## config.mk

```make
export PLATFORM = sky130hd
export DESIGN_NAME = ready_valid_chunked_adder_pipeline_flat
export DESIGN_NICKNAME = d
export VERILOG_FILES = /design/src/rtl/ready_valid_chunked_adder_pipeline_pkg.sv /design/src/rtl/ready_valid_chunked_adder_pipeline_if.sv /design/src/rtl/ready_valid_chunked_adder_pipeline_adder_chunk_stage.sv /design/src/rtl/ready_valid_chunked_adder_pipeline.sv /design/src/flat_wrapper.sv
export SDC_FILE = /design/constraint.sdc
export NUM_CORES = 1
export LEC_CHECK = 0
export CORE_ASPECT_RATIO = 1.25
export CORE_MARGIN = 8
export CORE_UTILIZATION = 45
export CTS_BUF_LIST = sky130_fd_sc_hd__clkbuf_16
export CTS_CLUSTER_DIAMETER = 200
export DETAILED_ROUTE_END_ITERATION = 10
export PLACE_DENSITY = 0.76
export SYNTH_ARGS = -nofsm -noshare
export SYNTH_HDL_FRONTEND = slang
export SYNTH_SLANG_ARGS = --single-unit
```

## constraint.sdc

```tcl
create_clock -name clk -period 1.9 [get_ports clk]
set_input_delay 0.57 -clock clk [delete_from_list [all_inputs] [get_ports clk]]
set_output_delay 0.57 -clock clk [all_outputs]
set_load 0.03 [all_outputs]
```

## src/rtl/ready_valid_chunked_adder_pipeline_pkg.sv

```systemverilog
// Shared defaults, chunk sizing helper and the per-stage state layout
// for the chunked ready/valid adder pipeline.
package ready_valid_adder_pkg;

  localparam int DEFAULT_WIDTH      = 32;
  localparam int DEFAULT_NUM_STAGES = 4;

  function automatic int chunk_width(input int width, input int num_stages);
    return width / num_stages;
  endfunction

  // Default-width view of one stage; stages declare the same layout at their own WIDTH.
  typedef struct packed {
    logic                     valid;
    logic [DEFAULT_WIDTH-1:0] a_rem;
    logic [DEFAULT_WIDTH-1:0] b_rem;
    logic [DEFAULT_WIDTH-1:0] sum_acc;
    logic                     carry;
  } stage_state_t;

endpackage

```

## src/rtl/ready_valid_chunked_adder_pipeline_if.sv

```systemverilog
// Operand/result handshake bundle; master drives operands and consumes results,
// slave is the pipeline.
interface ready_valid_chunked_adder_pipeline_if
  import ready_valid_adder_pkg::*;
#(
  parameter int WIDTH = DEFAULT_WIDTH
);
  logic             flush;
  logic             in_valid;
  logic             in_ready;
  logic [WIDTH-1:0] a;
  logic [WIDTH-1:0] b;
  logic             out_valid;
  logic             out_ready;
  logic [WIDTH-1:0] sum;
  logic             carry_out;

  modport master (
    output flush, in_valid, a, b, out_ready,
    input  in_ready, out_valid, sum, carry_out
  );

  modport slave (
    input  flush, in_valid, a, b, out_ready,
    output in_ready, out_valid, sum, carry_out
  );
endinterface

```

## src/rtl/ready_valid_chunked_adder_pipeline_adder_chunk_stage.sv

```systemverilog
// One pipeline register stage: resolves chunk STAGE_IDX of the sum, forwards the
// operands, and tracks its own valid bit from the load/drain strobes.
module adder_chunk_stage
  import ready_valid_adder_pkg::*;
#(
  parameter int WIDTH     = DEFAULT_WIDTH,
  parameter int CHUNK     = chunk_width(DEFAULT_WIDTH, DEFAULT_NUM_STAGES),
  parameter int STAGE_IDX = 0
) (
  input  logic             clk,
  input  logic             rst_n,
  input  logic             i_flush,
  input  logic             i_load,
  input  logic             i_drain,
  input  logic [WIDTH-1:0] i_a_rem,
  input  logic [WIDTH-1:0] i_b_rem,
  input  logic [WIDTH-1:0] i_sum_acc,
  input  logic             i_carry,
  output logic             o_valid,
  output logic [WIDTH-1:0] o_a_rem,
  output logic [WIDTH-1:0] o_b_rem,
  output logic [WIDTH-1:0] o_sum_acc,
  output logic             o_carry
);
  localparam int LSB = STAGE_IDX * CHUNK;

  typedef struct packed {
    logic             valid;
    logic [WIDTH-1:0] a_rem;
    logic [WIDTH-1:0] b_rem;
    logic [WIDTH-1:0] sum_acc;
    logic             carry;
  } stage_t;

  stage_t           r_state;
  stage_t           w_next;
  logic [CHUNK:0]   w_chunk_sum;

  // Chunk add plus load/hold/drain selection; flush clears valid but leaves data alone.
  always_comb begin
    w_chunk_sum = {1'b0, i_a_rem[LSB +: CHUNK]} + {1'b0, i_b_rem[LSB +: CHUNK]}
                + {{CHUNK{1'b0}}, i_carry};
    w_next = r_state;
    if (i_flush) begin
      w_next.valid = 1'b0;
    end else if (i_load) begin
      w_next.valid                  = 1'b1;
      w_next.a_rem                  = i_a_rem;
      w_next.b_rem                  = i_b_rem;
      w_next.sum_acc                = i_sum_acc;
      w_next.sum_acc[LSB +: CHUNK]  = w_chunk_sum[CHUNK-1:0];
      w_next.carry                  = w_chunk_sum[CHUNK];
    end else if (i_drain) begin
      w_next.valid = 1'b0;
    end else begin
      w_next.valid = r_state.valid;
    end
  end

  // Stage register with synchronous active-low reset.
  always_ff @(posedge clk) begin
    if (!rst_n) begin
      r_state <= '0;
    end else begin
      r_state <= w_next;
    end
  end

  assign o_valid   = r_state.valid;
  assign o_a_rem   = r_state.a_rem;
  assign o_b_rem   = r_state.b_rem;
  assign o_sum_acc = r_state.sum_acc;
  assign o_carry   = r_state.carry;

endmodule

```

## src/rtl/ready_valid_chunked_adder_pipeline.sv

```systemverilog
// WIDTH-bit adder spread over NUM_STAGES ready/valid stages, one CHUNK-bit slice
// per stage, with bubble-collapsing backpressure and synchronous flush.
module ready_valid_chunked_adder_pipeline
  import ready_valid_adder_pkg::*;
#(
  parameter int WIDTH      = DEFAULT_WIDTH,
  parameter int NUM_STAGES = DEFAULT_NUM_STAGES
) (
  input  logic                                  clk,
  input  logic                                  rst_n,
  ready_valid_chunked_adder_pipeline_if.slave   bus
);
  localparam int CHUNK = chunk_width(WIDTH, NUM_STAGES);

  logic [NUM_STAGES-1:0] w_v;
  logic [NUM_STAGES-1:0] w_load;
  logic [NUM_STAGES:0]   w_adv;
  logic [WIDTH-1:0]      w_a_rem   [NUM_STAGES];
  logic [WIDTH-1:0]      w_b_rem   [NUM_STAGES];
  logic [WIDTH-1:0]      w_sum_acc [NUM_STAGES];
  logic [NUM_STAGES-1:0] w_carry;

  // Ready chain runs back from the consumer; a stage can advance if empty or its successor advances.
  always_comb begin
    w_adv             = '0;
    w_load            = '0;
    w_adv[NUM_STAGES] = bus.out_ready;
    for (int s = NUM_STAGES - 1; s >= 0; s--) begin
      w_adv[s] = !w_v[s] || w_adv[s+1];
    end
    w_load[0] = bus.in_valid && w_adv[0];
    for (int s = 1; s < NUM_STAGES; s++) begin
      w_load[s] = w_v[s-1] && w_adv[s];
    end
  end

  for (genvar s = 0; s < NUM_STAGES; s++) begin : g_stage
    logic [WIDTH-1:0] w_a_in;
    logic [WIDTH-1:0] w_b_in;
    logic [WIDTH-1:0] w_sum_in;
    logic             w_c_in;

    if (s == 0) begin : g_first
      assign w_a_in   = bus.a;
      assign w_b_in   = bus.b;
      assign w_sum_in = '0;
      assign w_c_in   = 1'b0;
    end else begin : g_rest
      assign w_a_in   = w_a_rem[s-1];
      assign w_b_in   = w_b_rem[s-1];
      assign w_sum_in = w_sum_acc[s-1];
      assign w_c_in   = w_carry[s-1];
    end

    adder_chunk_stage #(
      .WIDTH     (WIDTH),
      .CHUNK     (CHUNK),
      .STAGE_IDX (s)
    ) u_stage (
      .clk       (clk),
      .rst_n     (rst_n),
      .i_flush   (bus.flush),
      .i_load    (w_load[s]),
      .i_drain   (w_adv[s+1]),
      .i_a_rem   (w_a_in),
      .i_b_rem   (w_b_in),
      .i_sum_acc (w_sum_in),
      .i_carry   (w_c_in),
      .o_valid   (w_v[s]),
      .o_a_rem   (w_a_rem[s]),
      .o_b_rem   (w_b_rem[s]),
      .o_sum_acc (w_sum_acc[s]),
      .o_carry   (w_carry[s])
    );
  end

  // A flushing cycle drops its input anyway, so it may always report ready.
  assign bus.in_ready  = bus.flush || w_adv[0];
  assign bus.out_valid = w_v[NUM_STAGES-1];
  assign bus.sum       = w_sum_acc[NUM_STAGES-1];
  assign bus.carry_out = w_carry[NUM_STAGES-1];

endmodule
```

## src/flat_wrapper.sv

```systemverilog
// flat-port wrapper written by rule: the top's interface ports become plain ports
module ready_valid_chunked_adder_pipeline_flat import ready_valid_adder_pkg::*;
#(
  parameter int WIDTH      = DEFAULT_WIDTH,
  parameter int NUM_STAGES = DEFAULT_NUM_STAGES
)
  (clk, rst_n, bus_flush, bus_in_valid, bus_a, bus_b, bus_out_ready, bus_in_ready, bus_out_valid, bus_sum, bus_carry_out);
  ready_valid_chunked_adder_pipeline_if #(.WIDTH(WIDTH)) bus_i ();
  input  logic clk;
  input  logic rst_n;
  input wire logic [$bits(bus_i.flush)-1:0] bus_flush;
  input wire logic [$bits(bus_i.in_valid)-1:0] bus_in_valid;
  input wire logic [$bits(bus_i.a)-1:0] bus_a;
  input wire logic [$bits(bus_i.b)-1:0] bus_b;
  input wire logic [$bits(bus_i.out_ready)-1:0] bus_out_ready;
  output wire logic [$bits(bus_i.in_ready)-1:0] bus_in_ready;
  output wire logic [$bits(bus_i.out_valid)-1:0] bus_out_valid;
  output wire logic [$bits(bus_i.sum)-1:0] bus_sum;
  output wire logic [$bits(bus_i.carry_out)-1:0] bus_carry_out;
  assign bus_i.flush = bus_flush;
  assign bus_i.in_valid = bus_in_valid;
  assign bus_i.a = bus_a;
  assign bus_i.b = bus_b;
  assign bus_i.out_ready = bus_out_ready;
  assign bus_in_ready = bus_i.in_ready;
  assign bus_out_valid = bus_i.out_valid;
  assign bus_sum = bus_i.sum;
  assign bus_carry_out = bus_i.carry_out;
  ready_valid_chunked_adder_pipeline #(.WIDTH(WIDTH), .NUM_STAGES(NUM_STAGES)) u_core (.clk(clk), .rst_n(rst_n), .bus(bus_i));
endmodule
```

==> flow_summary.toml, run 1 <==
[cts]
clock_insertion_delay_worst_skew_ns = 0.43
cts-htree-levels = 4
cts_inserted_buffers = 17
cts_hold_buffers = 0
cts_tree = "built"
clkSinkCount = 184
clock_tree.buffer_depth = 2
clock-root-buffer = "clkbuf_16"
clkSlewWorstSetupHoldPaths_ns = 0.06

[grt]
track_usage_pct = 17.3
grt_max_degree = 61
antenna_found_initial = 0
globalRouteOverflowTotal = 0
grt_pass1_vias = 6521
grt_pass1_wl_um = 30800

[floorplan]
core_region_area_um2 = 16700
rows = 53
floorplan.die_area_um2 = 21400
chipWidth_um = 132
initial_utilization_pct = 45.6
floorplan.die.height_um = 162
io_pins = 104

[yosys]
number_of_enable_flip_flop_cells_after_synthesis = 0
syn_nets = 1060
yosys.area.top_type = "dfxtp_1"
synth.yosys.seq_area_share_pct = 48.3
synth_area_um2 = 7620
synth_cell_types = 51
synthesis.yosys.warnings = 0
synth_area_leaders = "dfxtp_1 (48%), nand2_1 (15%), a21oi_1 (11%)"
post_synth.cell_area_avg_um2 = 7.98
yosys_most_used_dff = "dfxtp_1"
synthesis.instances = 955
postSynthRegisterBits = 184
synthArstFlopShare_pct = 0
yosysTopAreaCellShare_pct = 48.3

[timing]
setup_ws_ns = -0.0187
finalHoldViolCount = 0
rsz0062_at_grt = "true"
timing_max_transition_violations_final = 0
worstMarginPinSlew_ns = 0.454
setup_violations = 1
clock_period_minus_worst_slack_ns = 1.92
timing.clock.skew_ns = 0.00896
timing.final.crit_share_pct = 101
maximum_clock_rate_mhz = 521
worst_slew_margin_rel_pct = 69.7
setup_tns_ns = -0.0187

[detailed_routing]
drt-pass1-iter-count = 5
routed_wire_length_per_instance_um = 14.1
via_per_inst = 5.13
vias = 6772
route.final.wire_length_um = 18600
initialDrtViolationCount = 474
detail_route.drc_violations = 0
ant_nets = 0

[power_and_ir_drop]
p_leak_nw = 3.90
comb_power_share_pct = 7.8
p_sw_mw = 1.75
irDropWorstVdd_v = 0.000569
internal_power_mw = 6.13
power_frac_clock_pct = 41.8
p_seq_share_pct = 50.5
power.density_cell_area_nw_per_um2 = 787
sw_ratio_pct = 22.2

[cells_and_area]
flow.area_growth_from_synthesis_pct = 31.2
antenna-diode-count = 0
finish.net_count = 1194
drive_gt1_share_pct = 13.8
final-instance-count-excl-fill = 1320

[min_path]
timing.hold.worst.start = "u_core.g_stage[3].u_stage.o_sum_acc[12]"
hold_path_end = "u_core.g_stage[3].u_stage.o_sum_acc[12]"
holdCritPathClass = "reg -> reg"
whs_path_depth = 2

[placed_design]
dp_cells = 1286
dp_hpwl_um = 13400
placement.io_buffers = 103
place_congestion = 0.847

[worst_setup_path]
timing.critical_path.arrival_ns = 2.24
worstPathRequired_ns = 2.22
criticalPathCategory = "reg -> reg"
crit_path_start_kind = "flop"
critical_path.endpoint_type = "flop"
cell_count_of_the_worst_reg_to_reg_path = 8
reg2reg_slack_ns = -0.02
critical_path.reg2reg.startpoint = "u_core.g_stage[1].u_stage.o_a_rem[16]"
critical_path.max_fanout = 2
rr_endpoint = "u_core.g_stage[2].u_stage.o_sum_acc[22]"

[outcome]
violations = "negative setup slack"
result_of_the_run = "finished, violations left"

[flow_run]
number_of_violations_of_the_max_capacitance_limit = 0
-- sequential cells by signal (all words and copies together), names as in the netlist --
signal / flops
u_core.g_stage.u_stage.o_a_rem: 48
u_core.g_stage.u_stage.o_valid: 4
u_core.g_stage.u_stage.o_sum_acc: 80
u_core.g_stage.u_stage.o_b_rem: 48
u_core.g_stage.u_stage.o_carry: 4
-- through the flow --
step	instance area [um2]	power (mW)	utilization [%]	setup slack [ns]	hold WS (ns)
after floorplan	7640	4.34	-	-0.0148	0.427
after global placement	9320	4.64	55.8	-0.573	0.437
after detailed placement	9320	4.65	55.8	-0.593	0.440
after CTS	9910	7.92	59.3	-0.0536	0.446
after global routing	10000	8.14	59.9	-0.104	0.462
final	10000	7.87	59.9	-0.0187	0.449
-- cells by family (layout without fill, tap and decap cells) --
kind of cell,after synthesis,after routing,share of synthesized area [%]
adder cells (fa/ha/maj),36,36,6.60
buffers and inverters,76,221,4.12
AND/OR/NAND/NOR,413,413,22.8
flip-flops,184,184,48.3
XOR/XNOR,4,4,0.460
AO/OA/AOI/OAI,241,241,17.6
multiplexers,1,1,0.131
-- cells in the mapped netlist, types with 6 or more instances --
master    instances
nand3_1          14
buf_2            11
inv_1            13
nor3_1            8
fa_1              7
o21ai_0          23
dfxtp_1         184
ha_1             29
nor2_1           33
a21oi_1         169
a21o_1            6
nor2b_1           6
nand2_1         309
a211oi_1         13
clkbuf_1         44
buf_1             6
nand4_1           8
-- power groups by stage --
stage	registers, mW	clock network (mW)	logic (mW)
5_1_grt	3.98	3.49	0.675
6_report	3.97	3.29	0.611
4_1_cts	3.97	3.35	0.601
3_5_place_dp	4.06	0	0.593
3_3_place_gp	4.05	0	0.583
2_1_floorplan	4.04	0	0.298
-- cell type report --
cell class,count,area (um2)
Fill cell,1457,6710
Tap cell,220,275
Clock buffer,17,425
Clock inverter,13,115
Timing Repair Buffer,178,1640
Sequential cell,184,3690
Inverter,13,51.3
Multi-Input combinational cell,695,3800
-- cells in the final DEF (no fill, tap or decap), drive strengths merged, types with 6 or more instances in the layout --
cell type,n
nor2,33
buf,77
clkbuf,17
nor2b,6
nand3,14
nor3,8
fa,7
inv,14
a211oi,13
a21oi,169
dlygate4sd2,35
dfxtp,184
a21o,6
nand4,8
clkinv,10
ha,29
nand2,309
clkdlybuf4s50,64
o21ai,23
-- routing by layer --
layer,up-vias,track usage [%],wire (um)
met5,-,0,0
met4,0,6.88,450
met3,35,3.51,686
met2,153,28.4,8950
met1,3083,21.9,8520
li1,3501,-,-
-- worst max path at each step --
stage	cells after the start	slack (ns)	to	start
floorplan	6	-0.01	u_core.g_stage[2].u_stage.o_sum_acc[21]	bus_out_ready
global placement	7	-0.57	u_core.g_stage[2].u_stage.o_sum_acc[22]	bus_out_ready
detailed placement	6	-0.59	u_core.g_stage[2].u_stage.o_sum_acc[23]	bus_out_ready
CTS	4	-0.05	bus_in_ready	u_core.g_stage[2].u_stage.o_valid
global route	9	-0.10	u_core.g_stage[3].u_stage.o_sum_acc[28]	u_core.g_stage[2].u_stage.o_carry
finish	8	-0.02	u_core.g_stage[2].u_stage.o_sum_acc[22]	u_core.g_stage[1].u_stage.o_a_rem[16]
-- what timing repair did --
item                       CTS  global route
pin swaps                    5            25
gates resized for setup     61            30
setup buffers                3             2
setup endpoints to repair   52            15
-- worst max-delay path: stages (launching register included) --
cell and delay (ns):
dfxtp_2 0.33, fa_2 0.40, inv_2 0.06, fa_2 0.20, nor2b_2 0.05, o31a_1 0.27
o22ai_2 0.18, mux2i_1 0.10, a31o_2 0.21
(Power assumes the default switching activity.)
==> inputs of run 2 (changes only) <==
--- a/config.mk
+++ b/config.mk
@@ -6,11 +6,13 @@
 export NUM_CORES = 1
 export LEC_CHECK = 0
+export CELL_PAD_IN_SITES_DETAIL_PLACEMENT = 2
+export CELL_PAD_IN_SITES_GLOBAL_PLACEMENT = 2
 export CORE_ASPECT_RATIO = 1.25
 export CORE_MARGIN = 8
-export CORE_UTILIZATION = 45
+export CORE_UTILIZATION = 32
 export CTS_BUF_LIST = sky130_fd_sc_hd__clkbuf_16
 export CTS_CLUSTER_DIAMETER = 200
 export DETAILED_ROUTE_END_ITERATION = 10
-export PLACE_DENSITY = 0.76
+export PLACE_DENSITY = 0.85
 export SYNTH_ARGS = -nofsm -noshare
 export SYNTH_HDL_FRONTEND = slang
==> constraint.sdc (replaced) <==
create_clock -name clk -period 1.8 [get_ports clk]
set_input_delay 0.54 -clock clk [delete_from_list [all_inputs] [get_ports clk]]
set_output_delay 0.54 -clock clk [all_outputs]
set_load 0.05 [all_outputs]
==> run 2 against run 1 <==
The flow still finishes with violations (negative setup slack); critical path type unchanged; sequential share of layout area shrank 6.4 points; largest power group unchanged; die area grew 36%; routed wire length grew 140%; maximum frequency shrank 16%; non-clock buffer count grew 55; count of clock-buffer cells in the layout is the same; global-route usage grew 5.0 points; worst setup slack lost 0.46 ns; critical path depth grew 1; final area grew 21%.
==> flow_summary.toml, run 2 (synthesis results as in run 1) <==
[outcome]
result_of_the_run = "finished, violations left"
violations = "negative setup slack"

[cts]
clock-root-buffer = "clkbuf_16"
clkSinkCount = 184
cts_tree = "built"
clock_tree.buffer_depth = 2
cts-htree-levels = 4
cts_hold_buffers = 0
clkSlewWorstSetupHoldPaths_ns = 0.08
clock_insertion_delay_worst_skew_ns = 0.48
cts_inserted_buffers = 17

[placed_design]
place_congestion = 0.778
dp_hpwl_um = 19400
placement.io_buffers = 103
dpl_worst_slack_ns = -0.705
dpl-instance-area_um2 = 9820
dp_cells = 1362

[detailed_routing]
detail_route.drc_violations = 0
highest-signal-layer = "met4"
ant_nets = 0
vias = 8337
detailroute.wirelength.met3_um = 1930
routedLengthMet1_um = 17300
drt-pass1-iter-count = 4
met2_wirelength_um = 22800
initialDrtViolationCount = 541
via_per_inst = 5.76
routed_wire_length_per_instance_um = 30.9
route.final.wire_length_um = 44700

[timing]
maximum_clock_rate_mhz = 439
timing.clock.skew_ns = 0.0133
worst_slew_margin_rel_pct = 58.1
setup_tns_ns = -11.58
setup_ws_ns = -0.477
final.hold.worst_slack_ns = 0.466
worstMarginPinSlew_ns = 0.622
rsz0062_at_grt = "true"
finalHoldViolCount = 0
clock_period_minus_worst_slack_ns = 2.28
timing.final.crit_share_pct = 126
timing_max_transition_violations_final = 0
setup_violations = 117

[grt]
globalRouteOverflowTotal = 0
grt_pass1_vias = 8764
grt_max_degree = 47
track_usage_pct = 22.3
antenna_found_initial = 0
grt_pass1_wl_um = 50900

[cells_and_area]
final_core_utilization_pct = 51.5
mostFrequentLayoutCell = "nand2_1"
multiInputGateArea_um2 = 4740
layout_common_cells = "nand2_1 (255), dfxtp_1 (168), a21oi_1 (90)"
area.sequential_um2 = 3710
drive_gt1_share_pct = 36.1
antenna-diode-count = 0
flow.area_growth_from_synthesis_pct = 59.2
final-instance-count-excl-fill = 1448
filler_cell_count = 2410
largest_register_ff_count = 80
finish.net_count = 1249
stdcell_area_um2 = 12100

[worst_setup_path]
critical_path.endpoint = "u_core.g_stage[3].u_stage.o_sum_acc[28]"
peak_per_stage_delay_on_the_critical_path_ns = 0.42
worstPathRequired_ns = 2.22
cp_num_cells = 9
cell_count_of_the_worst_reg_to_reg_path = 9
path_delay_family = "adder cells"
cell_mode_on_critical_path = "fa_2"
critical_path.max_fanout = 2
worst_setup_path_startpoint = "u_core.g_stage[2].u_stage.o_carry"
crit_path_start_kind = "flop"
crit_path_top_delay_cell = "fa_2"
timing.critical_path.arrival_ns = 2.70
reg2reg_slack_ns = -0.48
crit_chain = "inv_2 -> fa_2 -> fa_2 -> buf_4 -> nor2b_1 -> o21ai_0 -> a211oi_1 -> a21oi_1 -> nor2_1"
critical_path.reg2reg.startpoint = "u_core.g_stage[2].u_stage.o_carry"
criticalPathCategory = "reg -> reg"
critPathBufInv = 2
critical_path.endpoint_type = "flop"
rr_endpoint = "u_core.g_stage[3].u_stage.o_sum_acc[28]"

[flow_run]
number_of_violations_of_the_max_capacitance_limit = 0

[floorplan]
rows = 63
core_region_area_um2 = 23600
initial_utilization_pct = 32.4
floorplan.die_area_um2 = 29100
io_pins = 104
chipWidth_um = 154
floorplan.die.height_um = 189

[power_and_ir_drop]
p_leak_nw = 4.72
irDropWorstVdd_v = 0.000848
power.density_cell_area_nw_per_um2 = 739
total_power_mw = 8.97

[min_path]
timing.hold.worst.start = "u_core.g_stage[0].u_stage.o_b_rem[15]"
holdCritPathClass = "reg -> reg"
[run 2: cell types whose count changed in the layout (fill, tap and decap cells not counted), sizes merged, moves of 3 or more]
cell,change
clkinv,-3
dlygate4sd2,-34
clkdlybuf4s50,-6
clkbuf,+10
inv,+4
buf,+81
[run 2: metal layers]
| metal | up-vias | global-route usage [%] |
|---|---|---|
| li1 | 3594 | - |
| met1 | 4233 | 24.7 |
| met3 | 155 | 3.23 |
| met5 | - | 0 |
| met4 | 0 | 11.1 |
| met2 | 355 | 40.7 |
[run 2: cell type report]
class                           count  area share (%)
Clock buffer                       17            3.50
Sequential cell                   184            30.5
Inverter                           13           0.423
Multi-Input combinational cell    695            39.0
Timing Repair Buffer              233            22.8
Clock inverter                     14           0.711
Tap cell                          292            3.01
[run 2: worst register-to-register path, stage by stage, from the launching register on]
cell and delay, ns:
dfxtp_2 0.37, inv_2 0.08, fa_2 0.42, fa_2 0.38, buf_4 0.15, nor2b_1 0.20, o21ai_0 0.17, a211oi_1 0.29
a21oi_1 0.09, nor2_1 0.09
[run 2: what timing repair did]
item                                   in CTS  in global routing
cloned                                      0                 14
endpoints found under the hold margin       0                  0
buffers inserted                           13                 31
pin swaps                                  30                121
gates resized for setup                    74                257
setup endpoints to repair                 162                 99
[run 2: worst min path at each step]
stage	endpoint	slack [ns]	cells after the start
after floorplan	u_core.g_stage[1].u_stage.o_sum_acc[5]	0.43	2
after global placement	u_core.g_stage[0].u_stage.o_sum_acc[4]	0.44	2
after detailed placement	u_core.g_stage[0].u_stage.o_b_rem[25]	0.45	2
after CTS	u_core.g_stage[0].u_stage.o_b_rem[25]	0.46	2
after global routing	u_core.g_stage[0].u_stage.o_b_rem[15]	0.48	2
final	u_core.g_stage[0].u_stage.o_b_rem[15]	0.47	2
[run 2: where the power goes]
| group | internal (mW) | total (mW) | switching [mW] |
|---|---|---|---|
| Clock | 1.75 | 3.66 | 1.91 |
| Sequential | 4.14 | 4.23 | 0.0854 |
| Combinational | 0.484 | 1.08 | 0.599 |
| Total | 6.37 | 8.97 | 2.60 |
==> inputs of run 3 (changes only) <==
CORE_ASPECT_RATIO = 0.6   (was 1.25)
==> run 3 against run 2 <==
The flow still finishes with violations (negative setup slack); routed wire length fell by 17%; register-to-register slack improved by 0.17 ns; worst setup slack better by 0.15 ns; clock skew grew 0.0040 ns; sequential cell count stayed put; critical path type is now in -> out; first-iteration DRC count is 16% lower; clock power up 15%; final area shrank 8.0%; power grew 2.6%; worst hold slack lost 0.0084 ns; critical endpoint is now bus_in_ready.
==> flow_summary.toml, run 3 (synthesis results as in run 1) <==
[power_and_ir_drop]
comb_power_share_pct = 8.7
irDropWorstVdd_v = 0.000715
power_frac_clock_pct = 45.7
power.density_cell_area_nw_per_um2 = 824
total_power_mw = 9.20
p_seq_share_pct = 45.6
internal_power_mw = 6.84
p_leak_nw = 4.07
p_sw_mw = 2.36
sw_ratio_pct = 25.7

[timing]
timing.final.crit_share_pct = 118
timing.clock.skew_ns = 0.0173
clock_period_minus_worst_slack_ns = 2.13
rsz0062_at_grt = "true"
worstMarginPinSlew_ns = 0.588
maximum_clock_rate_mhz = 470
finalHoldViolCount = 0
final.hold.worst_slack_ns = 0.457
worst_slew_margin_rel_pct = 60.4
setup_violations = 79
timing_max_transition_violations_final = 0
setup_ws_ns = -0.327

[worst_setup_path]
critical_path.endpoint_type = "output pin"
rr_endpoint = "u_core.g_stage[2].u_stage.o_sum_acc[22]"
worstPathRequired_ns = 1.26
critical_path.max_fanout = 3
timing.critical_path.arrival_ns = 1.59
cell_count_of_the_worst_reg_to_reg_path = 8
worst_setup_path_startpoint = "bus_out_ready"
crit_path_start_kind = "primary input"
critical_path.reg2reg.startpoint = "u_core.g_stage[1].u_stage.o_a_rem[16]"
reg2reg_slack_ns = -0.31
criticalPathCategory = "in -> out"

[outcome]
result_of_the_run = "finished, violations left"
violations = "negative setup slack"

[detailed_routing]
met2_wirelength_um = 19300
via_per_inst = 5.47
route.final.wire_length_um = 37200
detailroute.wirelength.met3_um = 1330
detail_route.drc_violations = 0
ant_nets = 0
routed_wire_length_per_instance_um = 25.9
highest-signal-layer = "met4"
vias = 7873
routedLengthMet1_um = 15400
initialDrtViolationCount = 453
drt-pass1-iter-count = 5

[cts]
clock_insertion_delay_worst_skew_ns = 0.46
cts-htree-levels = 4
cts_hold_buffers = 0
clock-root-buffer = "clkbuf_16"
clkSlewWorstSetupHoldPaths_ns = 0.07
cts_tree = "built"
clock_tree.buffer_depth = 2
clkSinkCount = 184
cts_inserted_buffers = 17

[cells_and_area]
finish.net_count = 1215
layout_common_cells = "nand2_1 (290), dfxtp_1 (170), a21oi_1 (148)"
final-instance-count-excl-fill = 1438
final_core_utilization_pct = 48.0
drive_gt1_share_pct = 25.3
largest_register_ff_count = 80
antenna-diode-count = 0
flow.area_growth_from_synthesis_pct = 46.5
mostFrequentLayoutCell = "nand2_1"

[min_path]
holdCritPathClass = "reg -> reg"
hold_path_end = "u_core.g_stage[2].u_stage.o_sum_acc[3]"
timing.hold.worst.start = "u_core.g_stage[1].u_stage.o_sum_acc[3]"
whs_path_depth = 2

[placed_design]
dpl_worst_slack_ns = -0.738
place_congestion = 0.796
placement.io_buffers = 103
dp_cells = 1382
dp_hpwl_um = 20000

[floorplan]
core_region_area_um2 = 23200
floorplan.die_area_um2 = 29200
floorplan.die.height_um = 136
initial_utilization_pct = 32.8
rows = 43
chipWidth_um = 215
io_pins = 104

[grt]
grt_max_degree = 46
globalRouteOverflowTotal = 0
antenna_found_initial = 0
track_usage_pct = 20.9
grt_pass1_wl_um = 48500
grt_pass1_vias = 8610

[flow_run]
number_of_violations_of_the_max_capacitance_limit = 0
[run 3: power by group through the flow]
stage | logic, mW | clock network, mW | registers [mW]
after floorplan | 0.317 | 0 | 4.27
after global placement | 0.651 | 0 | 4.28
after detailed placement | 0.686 | 0 | 4.29
after CTS | 0.717 | 4.14 | 4.19
after global routing | 0.847 | 4.38 | 4.20
final | 0.797 | 4.20 | 4.20
[run 3: layout make-up]
cell class	count	area (um2)
fill	2467	12100
multi-input combinational	695	4140
sequential	184	3710
timing repair buffer	199	2250
clock buffer	17	425
tap	315	394
clock inverter	15	195
inverter	13	51.3
[run 3: worst max-delay path, cell delays in order]
cell and delay (ns):
clkdlybuf4s15_2 0.21, and4b_1 0.31, buf_6 0.12, nand3b_1 0.18
buf_6 0.22
[run 3: per-stage QoR]
step	setup TNS (ns)	area, um2
6_report	-5.71	11200
5_1_grt	-8.96	11200
4_1_cts	-1.53	10600
3_5_place_dp	-107.78	9730
3_3_place_gp	-95.41	9730
2_1_floorplan	-0.307	7670
[run 3: worst max-delay path by stage]
stage	slack [ns]	end	depth (start not counted)
3_5_place_dp	-0.74	u_core.g_stage[0].u_stage.o_a_rem[27]	7
3_3_place_gp	-0.64	u_core.g_stage[2].u_stage.o_sum_acc[21]	6
6_report	-0.33	bus_in_ready	5
4_1_cts	-0.25	bus_in_ready	4
2_1_floorplan	-0.08	u_core.g_stage[1].u_stage.o_carry	6
5_1_grt	-0.34	u_core.g_stage[3].u_stage.o_sum_acc[30]	8
[run 3: repair_timing]
item | CTS | global route
cloned | 0 | 4
setup buffers | 8 | 18
pin swaps | 25 | 36
endpoints found under the hold margin | 0 | 0
resized for setup | 65 | 100
endpoints found under the setup margin | 170 | 141
[run 3: metal layers]
layer | vias to the layer above | global-route usage [%]
li1 | 3525 | -
met1 | 4040 | 23.9
met2 | 227 | 39.6
met3 | 81 | 3.81
met4 | 0 | 5.76
met5 | - | 0
